===== src/rtl/conv_window_gen_if.sv =====
// Pixel stream in, window stream out, for the convolution front end.
// The master drives the pixel side. The slave, which is the window
// generator, drives the window side.
interface conv_window_gen_if #(
  parameter int SIZE      = 3,
  parameter int WIDTH_BIT = 8
) ();
  logic                                        clear;
  logic                                        pix_valid;
  logic [WIDTH_BIT-1:0]                        pix_in;
  logic [SIZE-1:0][SIZE-1:0][WIDTH_BIT-1:0]    window;
  logic                                        win_valid;
  logic                                        frame_done;

  modport master (
    output clear, pix_valid, pix_in,
    input  window, win_valid, frame_done
  );

  modport slave (
    input  clear, pix_valid, pix_in,
    output window, win_valid, frame_done
  );
endinterface


===== src/rtl/conv_window_gen.sv =====
// Raster-to-window generator. SIZE-1 chained line buffers hold the previous
// rows, and a SIZE x SIZE shift register presents the current window.
// win_valid is raised only when the window lies fully inside the image.
module conv_window_gen #(
  parameter int SIZE      = 3,
  parameter int WIDTH_BIT = 8,
  parameter int IMG_W     = 8,
  parameter int IMG_H     = 8
) (
  input logic             clock,
  input logic             nreset,
  conv_window_gen_if.slave bus
);

  localparam int CW = (IMG_W > 1) ? $clog2(IMG_W) : 1;
  localparam int RW = (IMG_H > 1) ? $clog2(IMG_H) : 1;
  localparam logic [CW-1:0] COL_LAST  = CW'(IMG_W - 1);
  localparam logic [RW-1:0] ROW_LAST  = RW'(IMG_H - 1);
  localparam logic [CW-1:0] COL_FIRST = CW'(SIZE - 1);
  localparam logic [RW-1:0] ROW_FIRST = RW'(SIZE - 1);

  logic [CW-1:0]                            col;
  logic [RW-1:0]                            row;
  logic [WIDTH_BIT-1:0]                     lbuf [SIZE-1][IMG_W];
  logic [SIZE-1:0][SIZE-1:0][WIDTH_BIT-1:0] winReg;
  logic                                     winValidReg;
  logic                                     frameDoneReg;
  logic                                     accept;

  // clear takes priority over pix_valid, so a pixel offered together with clear is dropped.
  assign accept = bus.pix_valid && !bus.clear;

  assign bus.window     = winReg;
  assign bus.win_valid  = winValidReg;
  assign bus.frame_done = frameDoneReg;

  // Raster position counters, with the valid and frame-done flags derived from the accepted pixel's position.
  always_ff @(posedge clock or negedge nreset) begin
    if (!nreset) begin
      col          <= '0;
      row          <= '0;
      winValidReg  <= 1'b0;
      frameDoneReg <= 1'b0;
    end else if (bus.clear) begin
      col          <= '0;
      row          <= '0;
      winValidReg  <= 1'b0;
      frameDoneReg <= 1'b0;
    end else if (accept) begin
      winValidReg  <= (row >= ROW_FIRST) && (col >= COL_FIRST);
      frameDoneReg <= (row == ROW_LAST) && (col == COL_LAST);
      if (col == COL_LAST) begin
        col <= '0;
        row <= (row == ROW_LAST) ? '0 : row + 1'b1;
      end else begin
        col <= col + 1'b1;
      end
    end else begin
      winValidReg  <= 1'b0;
      frameDoneReg <= 1'b0;
    end
  end

  // Chained line buffers. They are deliberately left unreset, because the position counters stop stale data from ever being flagged valid.
  always_ff @(posedge clock) begin
    if (accept) begin
      for (int k = 0; k < SIZE - 1; k++) begin
        lbuf[k][0] <= (k == 0) ? bus.pix_in : lbuf[(k == 0) ? 0 : k - 1][IMG_W-1];
        for (int i = 1; i < IMG_W; i++) begin
          lbuf[k][i] <= lbuf[k][i-1];
        end
      end
    end
  end

  // The window shifts left on every accepted pixel. The new right column comes from the line buffers (older rows) and from pix_in (the bottom row).
  always_ff @(posedge clock or negedge nreset) begin
    if (!nreset) begin
      winReg <= '0;
    end else if (accept) begin
      for (int i = 0; i < SIZE; i++) begin
        for (int j = 0; j < SIZE - 1; j++) begin
          winReg[i][j] <= winReg[i][j+1];
        end
      end
      winReg[SIZE-1][SIZE-1] <= bus.pix_in;
      for (int k = 1; k < SIZE; k++) begin
        winReg[SIZE-1-k][SIZE-1] <= lbuf[k-1][IMG_W-1];
      end
    end
  end

endmodule


===== src/flat_wrapper.sv =====
// flat-port wrapper written by rule: the top's interface ports become plain ports
module conv_window_gen_flat 
#(
  parameter int SIZE      = 3,
  parameter int WIDTH_BIT = 8,
  parameter int IMG_W     = 8,
  parameter int IMG_H     = 8
)
  (clock, nreset, bus_clear, bus_pix_valid, bus_pix_in, bus_window, bus_win_valid, bus_frame_done);
  conv_window_gen_if #(.SIZE(SIZE), .WIDTH_BIT(WIDTH_BIT)) bus_i ();
  input logic clock;
  input logic nreset;
  input wire logic [$bits(bus_i.clear)-1:0] bus_clear;
  input wire logic [$bits(bus_i.pix_valid)-1:0] bus_pix_valid;
  input wire logic [$bits(bus_i.pix_in)-1:0] bus_pix_in;
  output wire logic [$bits(bus_i.window)-1:0] bus_window;
  output wire logic [$bits(bus_i.win_valid)-1:0] bus_win_valid;
  output wire logic [$bits(bus_i.frame_done)-1:0] bus_frame_done;
  assign bus_i.clear = bus_clear;
  assign bus_i.pix_valid = bus_pix_valid;
  assign bus_i.pix_in = bus_pix_in;
  assign bus_window = bus_i.window;
  assign bus_win_valid = bus_i.win_valid;
  assign bus_frame_done = bus_i.frame_done;
  conv_window_gen #(.SIZE(SIZE), .WIDTH_BIT(WIDTH_BIT), .IMG_W(IMG_W), .IMG_H(IMG_H)) u_core (.clock(clock), .nreset(nreset), .bus(bus_i));
endmodule

===== config.mk =====
export PLATFORM = sky130hd
export DESIGN_NAME = conv_window_gen_flat
export DESIGN_NICKNAME = d
export VERILOG_FILES = /design/src/rtl/conv_window_gen_if.sv /design/src/rtl/conv_window_gen.sv /design/src/flat_wrapper.sv
export SDC_FILE = /design/constraint.sdc
export NUM_CORES = 1
export LEC_CHECK = 0
export BUFFER_PORTS_ARGS = -buffer_cell sky130_fd_sc_hd__buf_2
export CAP_MARGIN = 20
export CORE_MARGIN = 2
export CORE_UTILIZATION = 50
export CTS_BUF_LIST = sky130_fd_sc_hd__clkbuf_16
export CTS_CLUSTER_DIAMETER = 200
export DETAILED_ROUTE_END_ITERATION = 10
export HOLD_SLACK_MARGIN = 0.02
export PLACE_DENSITY_LB_ADDON = 0.3
export SETUP_SLACK_MARGIN = 0.3
export SYNTH_ARGS = -nofsm -noshare
export SYNTH_HDL_FRONTEND = slang
export SYNTH_SLANG_ARGS = --single-unit

===== constraint.sdc =====
create_clock -name clock -period 4.4 [get_ports clock]
set_input_delay 0.22 -clock clock [delete_from_list [all_inputs] [get_ports clock]]
set_output_delay 0.22 -clock clock [all_outputs]
set_load 0.01 [all_outputs]

* Word level (Yosys, flattened, before mapping)
Memory sizes are Yosys's and may differ from the RTL's.
Index checks and enable logic that the tools add are counted.
** Word-level totals
- Bits in writable memories :: 128
- Memories kept :: 1
- Output and inout port bits :: 74
- Word-level logic and storage cells :: 40
- Flip-flop bits (word level) :: 80
- Bits of input ports :: 12
** Memory list
- u_core.lbuf :: words 2, width 64, read ports 2, clocked after Yosys merged registers in 0, write ports 2, RTL line conv_window_gen.sv:24 : logic [WIDTH_BIT-1:0] lbuf [SIZE-1][IMG_W];
** Operators by class
- Eq/ne operators :: 2
- Reductions and logical operators :: 7
- Muxes and demuxes :: 13
- $lt $le $gt $ge :: 2
- Add/subtract/negate cells :: 2
** Operators by type and width (count)
- $mux W3 :: 7
- $add A3 B1 Y3 const B :: 2
- $eq A3 B3 Y1 const B :: 2
- $ge A3 B2 Y1 const B :: 2
- $mux W1 :: 6
- $reduce_bool A2 Y1 :: 2
- $logic_and A1 B1 Y1 :: 3
- $reduce_and A2 Y1 :: 1
- $logic_not A1 Y1 :: 1

* Logic depth before layout (Yosys ltp)
Gate-level depths: netlist (run 1).
- Depth in word-level cells :: 5
- Gate-level depth with buffers :: 5
- Gate-level depth less buffers :: 4

* Worst setup path before layout (run 1)
No wires, ideal clock.
- Path type :: input to register
- From :: input bus_clear
- To :: register u_core.winReg (netlist bit u_core.bus.window[10])
- Path buffers :: 1
- Stages :: 4
- Data required time :: 4272 ps
- Path slack :: 1897 ps
- Arrival time :: 2375 ps
- Cells stage by stage :: nand2b_1 -> buf_6 -> inv_2 -> mux2_2
** On the way
- Cells in the longest elaborated chain, start to end :: 2
** Ends and longest elaborated chain
- from (decl) :: RTL line flat_wrapper.sv:13 : input wire logic [$bits(bus_i.clear)-1:0] bus_clear;
- $logic_not A1 Y1 :: RTL line conv_window_gen.sv:31 : assign accept = bus.pix_valid && !bus.clear;
- $logic_and A1 B1 Y1 :: RTL line conv_window_gen.sv:31
- to (signal, indexed assignment) :: RTL line conv_window_gen.sv:83 : winReg[i][j] <= winReg[i][j+1];
- to (signal, indexed assignment) :: RTL line conv_window_gen.sv:86 : winReg[SIZE-1][SIZE-1] <= bus.pix_in;
- to (signal, indexed assignment) :: RTL line conv_window_gen.sv:88 : winReg[SIZE-1-k][SIZE-1] <= lbuf[k-1][IMG_W-1];
- to (decl) :: RTL line conv_window_gen.sv:25 : logic [SIZE-1:0][SIZE-1:0][WIDTH_BIT-1:0] winReg;
No other way between the ends.
A chain may end at the register's enable or synchronous reset.

* Worst setup path after layout (run 1)
- From :: input bus_clear
- To :: register, netlist name u_core.bus.window[19]
** On the way
- Cells in the longest elaborated chain, start to end :: 2
** Ends and longest elaborated chain (RTL line)
- $logic_not A1 Y1 :: conv_window_gen.sv:31
- $logic_and A1 B1 Y1 :: conv_window_gen.sv:31
No other way between the ends.

==> run summary, run 1 <==
===============================================================================================
Tot Pwr                                                                               0.00451 W
Setup repair after global routing missed its margin                                       false
Layout fillers                                                                             1029
Wire length of the first global-routing pass                                            15.4 mm
Warnings from Yosys                                                                           0
Startpoint of the worst hold path                                                  bus_pix_valid
Total grt overflow                                                                            0
Boundary pin count                                                                           86
Peak supply drop                                                                         251 uV
Top-area cell type share of the netlist area                                              54.1%
Final Hold Fails                                                                              0
Synth async-reset ratio                                                                   38.5%
N_diodes                                                                                      0
Leakage power                                                                           3.46 nW
Final wirelength                                                                        9.58 mm
Startpoint types                                                                   primary input
Post-Syn Instances                                                                          319
Area of placed instances                                                             7660 sq um
Post-route antenna net violation count                                                        0
Final setup TNS                                                                            0 ns
Largest cells by area after synthesis                                              edfxtp_1 54%, dfrtp_1 28%, mux2_2 6.8%, mux2_4 6.1%, buf_12 1.1%
Number of detailed-route iterations in the first pass                                         4
Clock skew                                                                           0.00974 ns
DRC violations left                                                                           0
Number of max-capacitance violations reported                                                 0
Number of gates resized after CTS                                                             0
Setup CP Type                                                                            in2reg
Relative area change from synthesis to final layout                                       18.9%
Run status                                                                            completed
Violation count after the first detailed-routing iteration                                  178
Sequential area share after synthesis                                                     82.3%
FMAX                                                                                  0.502 GHz
Cts bufs inserted                                                                            21
Transition time at the pin with the least slew margin                                   1.05 ns
Pin count of the biggest net entering global routing                                        136
Min Tclk post-route                                                                     1.99 ns
Hold path endpoint                                                                 u_core.row[1]
Final Max Slew Viols                                                                          0
Leading cell type by number of instances after synthesis                               edfxtp_1
Final Setup Violations                                                                        0
Cell at the root of the clock tree                                                    clkbuf_16
Synthesized area per cell                                                            22.3 sq um
Fraction of final layout cells with drive strength greater than 1                         44.0%
Core ar.                                                                            13900 sq um
Weighted congestion reported at the end of routability-driven placement                   0.725
CP Data Required Time                                                                   4.76 ns
Class of the worst hold path                                                             in2reg
Setup crit end kind                                                                    register
Overall die height                                                                       123 um
Port Buffers                                                                                 85
Netlist area before placement                                                        7110 sq um
Area of the multi-input gates                                                        1140 sq um
Total vias in the final route                                                              3086
Number of nets in the synthesized netlist                                                   336
FF-to-FF path depth                                                                           4
Hold_ws                                                                                0.138 ns
Initial antenna violation count                                                               0
Worst flop-to-flop path startpoint                                                 u_core.col[0]
Total power density per cell area                                                   534 nW/um^2
Average detailed-routed wire length per instance                                        15.3 um
Count of unique library cells instantiated by Yosys                                          23
All-layer global routing usage                                                            13.0%
Post-synth EDFFs                                                                            128
Top fanout value on the critical path                                                        67
Clock input transition at the sequential cells of the worst setup and hold paths        0.06 ns
Via count of the first global-routing pass                                                 3100
Sum of net half-perimeters after detailed placement                                     5.17 mm
Count of state elements after synthesis                                                     208
Mean number of vias per cell                                                               4.94
Setup slack after layout                                                                2.41 ns
Worst setup slack after placement                                                       2.41 ns
Net count reported at finish                                                                447
FF+latch area                                                                        5850 sq um
Synth Flop Type                                                                        edfxtp_1
Row Count                                                                                    43
Number of stages on the worst hold path                                                       3
Post-synthesis cell type with the largest combined area                                edfxtp_1
Headroom to the max-slew limit                                                            30.0%
Initial core utilization                                                                  51.2%
Reg-to-reg slack, setup                                                                 2.81 ns
Period utilization                                                                        45.3%
# H-tree levels                                                                               1
Clock sink count                                                                            208
Bufs on Longest Clock Path                                                                    3
TritonCTS clock tree                                                                      built
Post-route cell area                                                                 8450 sq um
Chip Width                                                                               123 um
Top cells by count, synth                                                          128 x edfxtp_1, 80 x dfrtp_1, 43 x mux2_2
R2r endpoint                                                                       u_core.col[0]
Data arrival time of the worst path                                                     2.35 ns
Floorplan die area                                                                  15200 sq um
Clock latency of the later-clocked register in the worst-skew pair                      0.48 ns
===============================================================================================
[layout make-up]
class                   count  share of cell area, %
flip-flops and latches    208                   69.2
multi-input cells          99                   13.5
repair buffers             98                   6.90
clock buffers              23                   6.81
well taps                 180                   2.67
clock inverters            15                  0.815
inverters                   2                  0.148
[cells in the final DEF, fill, tap and decap left out, types with 5 or more instances in the layout]
cell type        n
dlygate4sd3_1   10
ha_1             5
mux2_4          29
buf_2           84
clkinv_2         6
dfrtp_1         80
inv_1            6
edfxtp_1       128
mux2_2          43
clkbuf_16       23
a21oi_1          5
[state kept, by name, summed over array words and instances, names as in the netlist]
signal                 flops
u_core.bus.frame_done      1
u_core.bus.win_valid       1
u_core.bus.window         72
u_core.row                 3
u_core.lbuf              128
u_core.col                 3
[routing by layer]
layer  vias up  wire (um)  global-route usage (%)
li1       1424          -                       -
met1      1545       4470                    18.0
met2        97       4320                    20.2
met3        20        554                    3.18
met4         0        227                    4.90
met5         -          0                       0
[cells by family (layout without fill, tap and decap cells)]
logic type	after synthesis	in the layout	share of synthesized area [%]
AOI/OAI and AO/OA	8	8	0.775
adders and majority gates	5	5	0.880
buffers and inverters	12	138	1.83
DFF	208	208	82.3
muxes	73	73	13.1
and+or+nand+nor	13	13	1.16
[per-stage QoR]
stage,util [%],instances
6_report,60.9,625
4_1_cts,60.5,623
5_1_grt,60.9,625
3_5_place_dp,55.2,575
2_1_floorplan,-,319
3_3_place_gp,55.2,575
[how the worst max path moves through the flow]
| stage | from | endpoint | slack (ns) | cells past startpoint |
|---|---|---|---|---|
| floorplan | bus_clear | u_core.bus.window[10] | 1.90 | 4 |
| global placement | bus_pix_valid | u_core.bus.window[10] | 2.50 | 4 |
| detailed placement | bus_pix_valid | u_core.bus.window[11] | 2.41 | 4 |
| CTS | bus_clear | u_core.bus.window[8] | 2.40 | 5 |
| global route | bus_clear | u_core.bus.window[19] | 2.32 | 5 |
| finish | bus_clear | u_core.bus.window[19] | 2.41 | 5 |
[critical path: stages]
cell and delay [ns]:
dlygate4sd3_1 0.52, buf_2 0.16, nand2b_4 0.17, buf_4 0.80, mux2_2 0.43
[where the power goes]
group          internal [W]  total, W  switching, W
combinational      0.000274  0.000506      0.000231
clock              0.000940   0.00162      0.000679
sequential          0.00228   0.00239      0.000106
total               0.00350   0.00451       0.00102
[timing repair]
item,CTS,global route
hold buffers,10,0
endpoints found under the hold margin,102,0
setup buffers,0,0
Note: power is estimated with default switching activity, not from simulation.
==> inputs of run 2 (changes only) <==
Settings changed: ABC_AREA set to 1.
Clock period 4.4 ns to 1.8 ns, I/O delays scaled along.
==> run summary, run 2 <==
===============================================================================================
Run status                                                                            completed
Sequential area share after synthesis                                                     83.5%   +1.3 points
Total vias in the final route                                                              3814   +24%
DRC violations left                                                                           0   unchanged
Initial antenna violation count                                                               0   unchanged
Period utilization                                                                        78.5%
Core ar.                                                                            13800 sq um   -0.78%
Startpoint types                                                                   primary input
Final Setup Violations                                                                        0   unchanged
Number of setup buffers added after CTS                                                       0   unchanged
Class of the worst hold path                                                           in2async
Share of power burned in combinational logic                                               8.1%   -3.1 points
Leading cell type by number of instances after synthesis                                nand2_1
Portion of total power attributed to the clock network                                    37.5%   +1.6 points
Post-synthesis cell type with the largest combined area                                edfxtp_1
Setup repair after global routing missed its margin                                       false
Row Count                                                                                    43   unchanged
Fraction of final layout cells with drive strength greater than 1                         20.1%   -24 points
Mean number of vias per cell                                                               4.81   -2.6%
Floorplan die area                                                                  15000 sq um   -1.5%
Number of nets in the synthesized netlist                                                   502   +49%
Cell at the root of the clock tree                                                    clkbuf_16
Top-area cell type share of the netlist area                                              54.9%   +0.84 points
Count of state elements after synthesis                                                     208   unchanged
Port Buffers                                                                                 85   unchanged
FMAX                                                                                  0.708 GHz
Pin count of the biggest net entering global routing                                         72   -47%
Net switching component of the power                                                  0.00237 W   +130%
Number of max-capacitance violations reported                                                 0   unchanged
Final setup TNS                                                                            0 ns   unchanged
Final Max Slew Viols                                                                          0   unchanged
Relative area change from synthesis to final layout                                       20.6%
Cell Int Power                                                                        0.00804 W   +130%
Most frequent cells in the layout                                                  231 x nand2_1, 128 x edfxtp_1, 84 x buf_2, 80 x dfrtp_1, 21 x clkbuf_16
Headroom to the max-slew limit                                                            54.7%   +25 points
Boundary pin count                                                                           86   unchanged
Synthesized area per cell                                                            14.4 sq um   -35%
Clock input transition at the sequential cells of the worst setup and hold paths        0.06 ns   about the same
Clock sink count                                                                            208   unchanged
Weighted congestion reported at the end of routability-driven placement                   0.760   +4.8%
Setup crit end kind                                                                    register
Netlist area before placement                                                        7000 sq um   -1.5%
Clock skew                                                                           0.00934 ns   -0.000406 ns
Bufs on Longest Clock Path                                                                    3   unchanged
Cts bufs inserted                                                                            21   unchanged
Transition time at the pin with the least slew margin                                  0.678 ns   -0.372 ns
Total power density per cell area                                                  1230 nW/um^2   +130%
# H-tree levels                                                                               1   unchanged
Overall die height                                                                       122 um   -0.74%
N_diodes                                                                                      0   unchanged
Post-Syn Instances                                                                          485   +52%
Post-synth EDFFs                                                                            128   unchanged
Largest register by flop count                                                      u_core.lbuf
Most common cell after layout, fill and taps aside                                      nand2_1
Sum of net half-perimeters after detailed placement                                     6.45 mm   +25%
Sequential fraction of design power                                                       54.4%   +1.5 points
Warnings from Yosys                                                                           0   unchanged
Peak supply drop                                                                         649 uV   +160%
Setup CP Type                                                                            in2reg
Synth Flop Type                                                                        edfxtp_1
Min Tclk post-route                                                                     1.41 ns
Largest cells by area after synthesis                                              edfxtp_1 55%, dfrtp_1 29%, nand2_1 12%, ha_1 0.89%, buf_6 0.80%
Initial core utilization                                                                  50.8%   -0.39 points
Chip Width                                                                               122 um   -0.74%
Violation count after the first detailed-routing iteration                                  262   +47%
Wire length of the first global-routing pass                                            18.2 mm   +18%
Switch share                                                                              22.7%   +0.22 points
Leakage power                                                                           3.84 nW   +11%
Net count reported at finish                                                                616   +38%
TritonCTS clock tree                                                                      built
Top cells by count, synth                                                          231 x nand2_1, 128 x edfxtp_1, 80 x dfrtp_1
Number of detailed-route iterations in the first pass                                         4   unchanged
Clock latency of the later-clocked register in the worst-skew pair                      0.48 ns   about the same
Final Hold Fails                                                                              0   unchanged
Max reg flops                                                                               128   unchanged
Data arrival time of the worst path                                                     1.57 ns   -0.78 ns
Synth async-reset ratio                                                                   38.5%   unchanged
CP Data Required Time                                                                   1.96 ns   -2.80 ns
Tot Pwr                                                                                0.0104 W   +130%
Average detailed-routed wire length per instance                                        14.0 um   -8.8%
Top fanout value on the critical path                                                        41   -39%
Post-route antenna net violation count                                                        0   unchanged
Via count of the first global-routing pass                                                 3718   +20%
Total grt overflow                                                                            0   unchanged
All-layer global routing usage                                                            15.3%   +2.3 points
Final wirelength                                                                        11.1 mm   +16%
Count of unique library cells instantiated by Yosys                                          13   -43%
===============================================================================================
## run 2: cell count changes after synthesis, sizes merged, moves of 3 or more
cell / previous run / this run
nor2: 2 / 7
a21bo: 3 / 0
mux2: 72 / 0
nand3: 1 / 8
a21oi: 5 / 0
nand2b: 3 / 0
inv: 2 / 10
nand2: 0 / 232
buf: 9 / 15
## run 2: power groups by stage
stage	combinational, W	clock [W]	sequential, W
finish	0.000843	0.00390	0.00566
floorplan	0.000307	0	0.00583
CTS	0.000859	0.00402	0.00566
global placement	0.000813	0	0.00573
detailed placement	0.000839	0	0.00575
global route	0.000952	0.00423	0.00570
## run 2: critical path: stages
cell and delay (ns):
dlygate4sd3_1 0.52, buf_2 0.18, inv_2 0.06, nor2_4 0.41, buf_12 0.29
## run 2: layer usage
metal	share of wire [%]	vias to the layer above	wire length [um]	GRT usage, %
met4	2.0	0	223	5.39
met2	45	117	4940	23.6
met5	0	-	0	0
met3	6.6	21	735	3.62
li1	-	1832	-	-
met1	47	1844	5190	21.5
## run 2: stage by stage
step                setup WS [ns]  hold slack, ns  area (sq um)  std cells  util [%]
global route                0.351           0.206          8440        793      61.2
global placement            0.441         -0.0422          7690        744      55.8
detailed placement          0.367         -0.0363          7690        744      55.8
finish                      0.388           0.179          8440        793      61.2
floorplan                   0.484          -0.206          7000        485         -
CTS                         0.345           0.193          8430        793      61.2
## run 2: layout make-up
| type | instances | area (sq um) |
|---|---|---|
| Inverter | 10 | 37.5 |
| Tap cell | 180 | 225 |
| Clock buffer | 21 | 526 |
| Fill cell | 1064 | 5340 |
| Multi-Input combinational cell | 252 | 1010 |
| Sequential cell | 208 | 5850 |
| Clock inverter | 16 | 97.6 |
| Timing Repair Buffer | 106 | 694 |
## run 2: final timing paths
check                                    from               endpoint  slack (ns)  cells after the start
setup / recovery                bus_pix_valid     u_core.lbuf[1][44]        0.39                      5
hold / removal                         nreset          u_core.col[2]        0.18                      3
setup reg to reg                u_core.col[1]          u_core.row[1]        0.53                      6
hold reg to reg            u_core.lbuf[1][44]     u_core.lbuf[1][36]        0.41                      0
max in group asynchronous              nreset  u_core.bus.window[18]        0.59                      3
min in group clock              bus_pix_in[6]     u_core.lbuf[0][62]        0.33                      2
## run 2: timing repair
item | in CTS | in global routing
hold buffers | 12 | 0
setup endpoints to repair | 0 | 61
resized for setup | 0 | 1
hold endpoints to repair | 101 | 0
## run 2: logic make-up after synthesis
group                    share of synthesized area [%]
AND/OR/NAND/NOR                                   13.5
flip-flops                                        83.5
buffers and inverters                             2.09
adder cells (fa/ha/maj)                          0.894
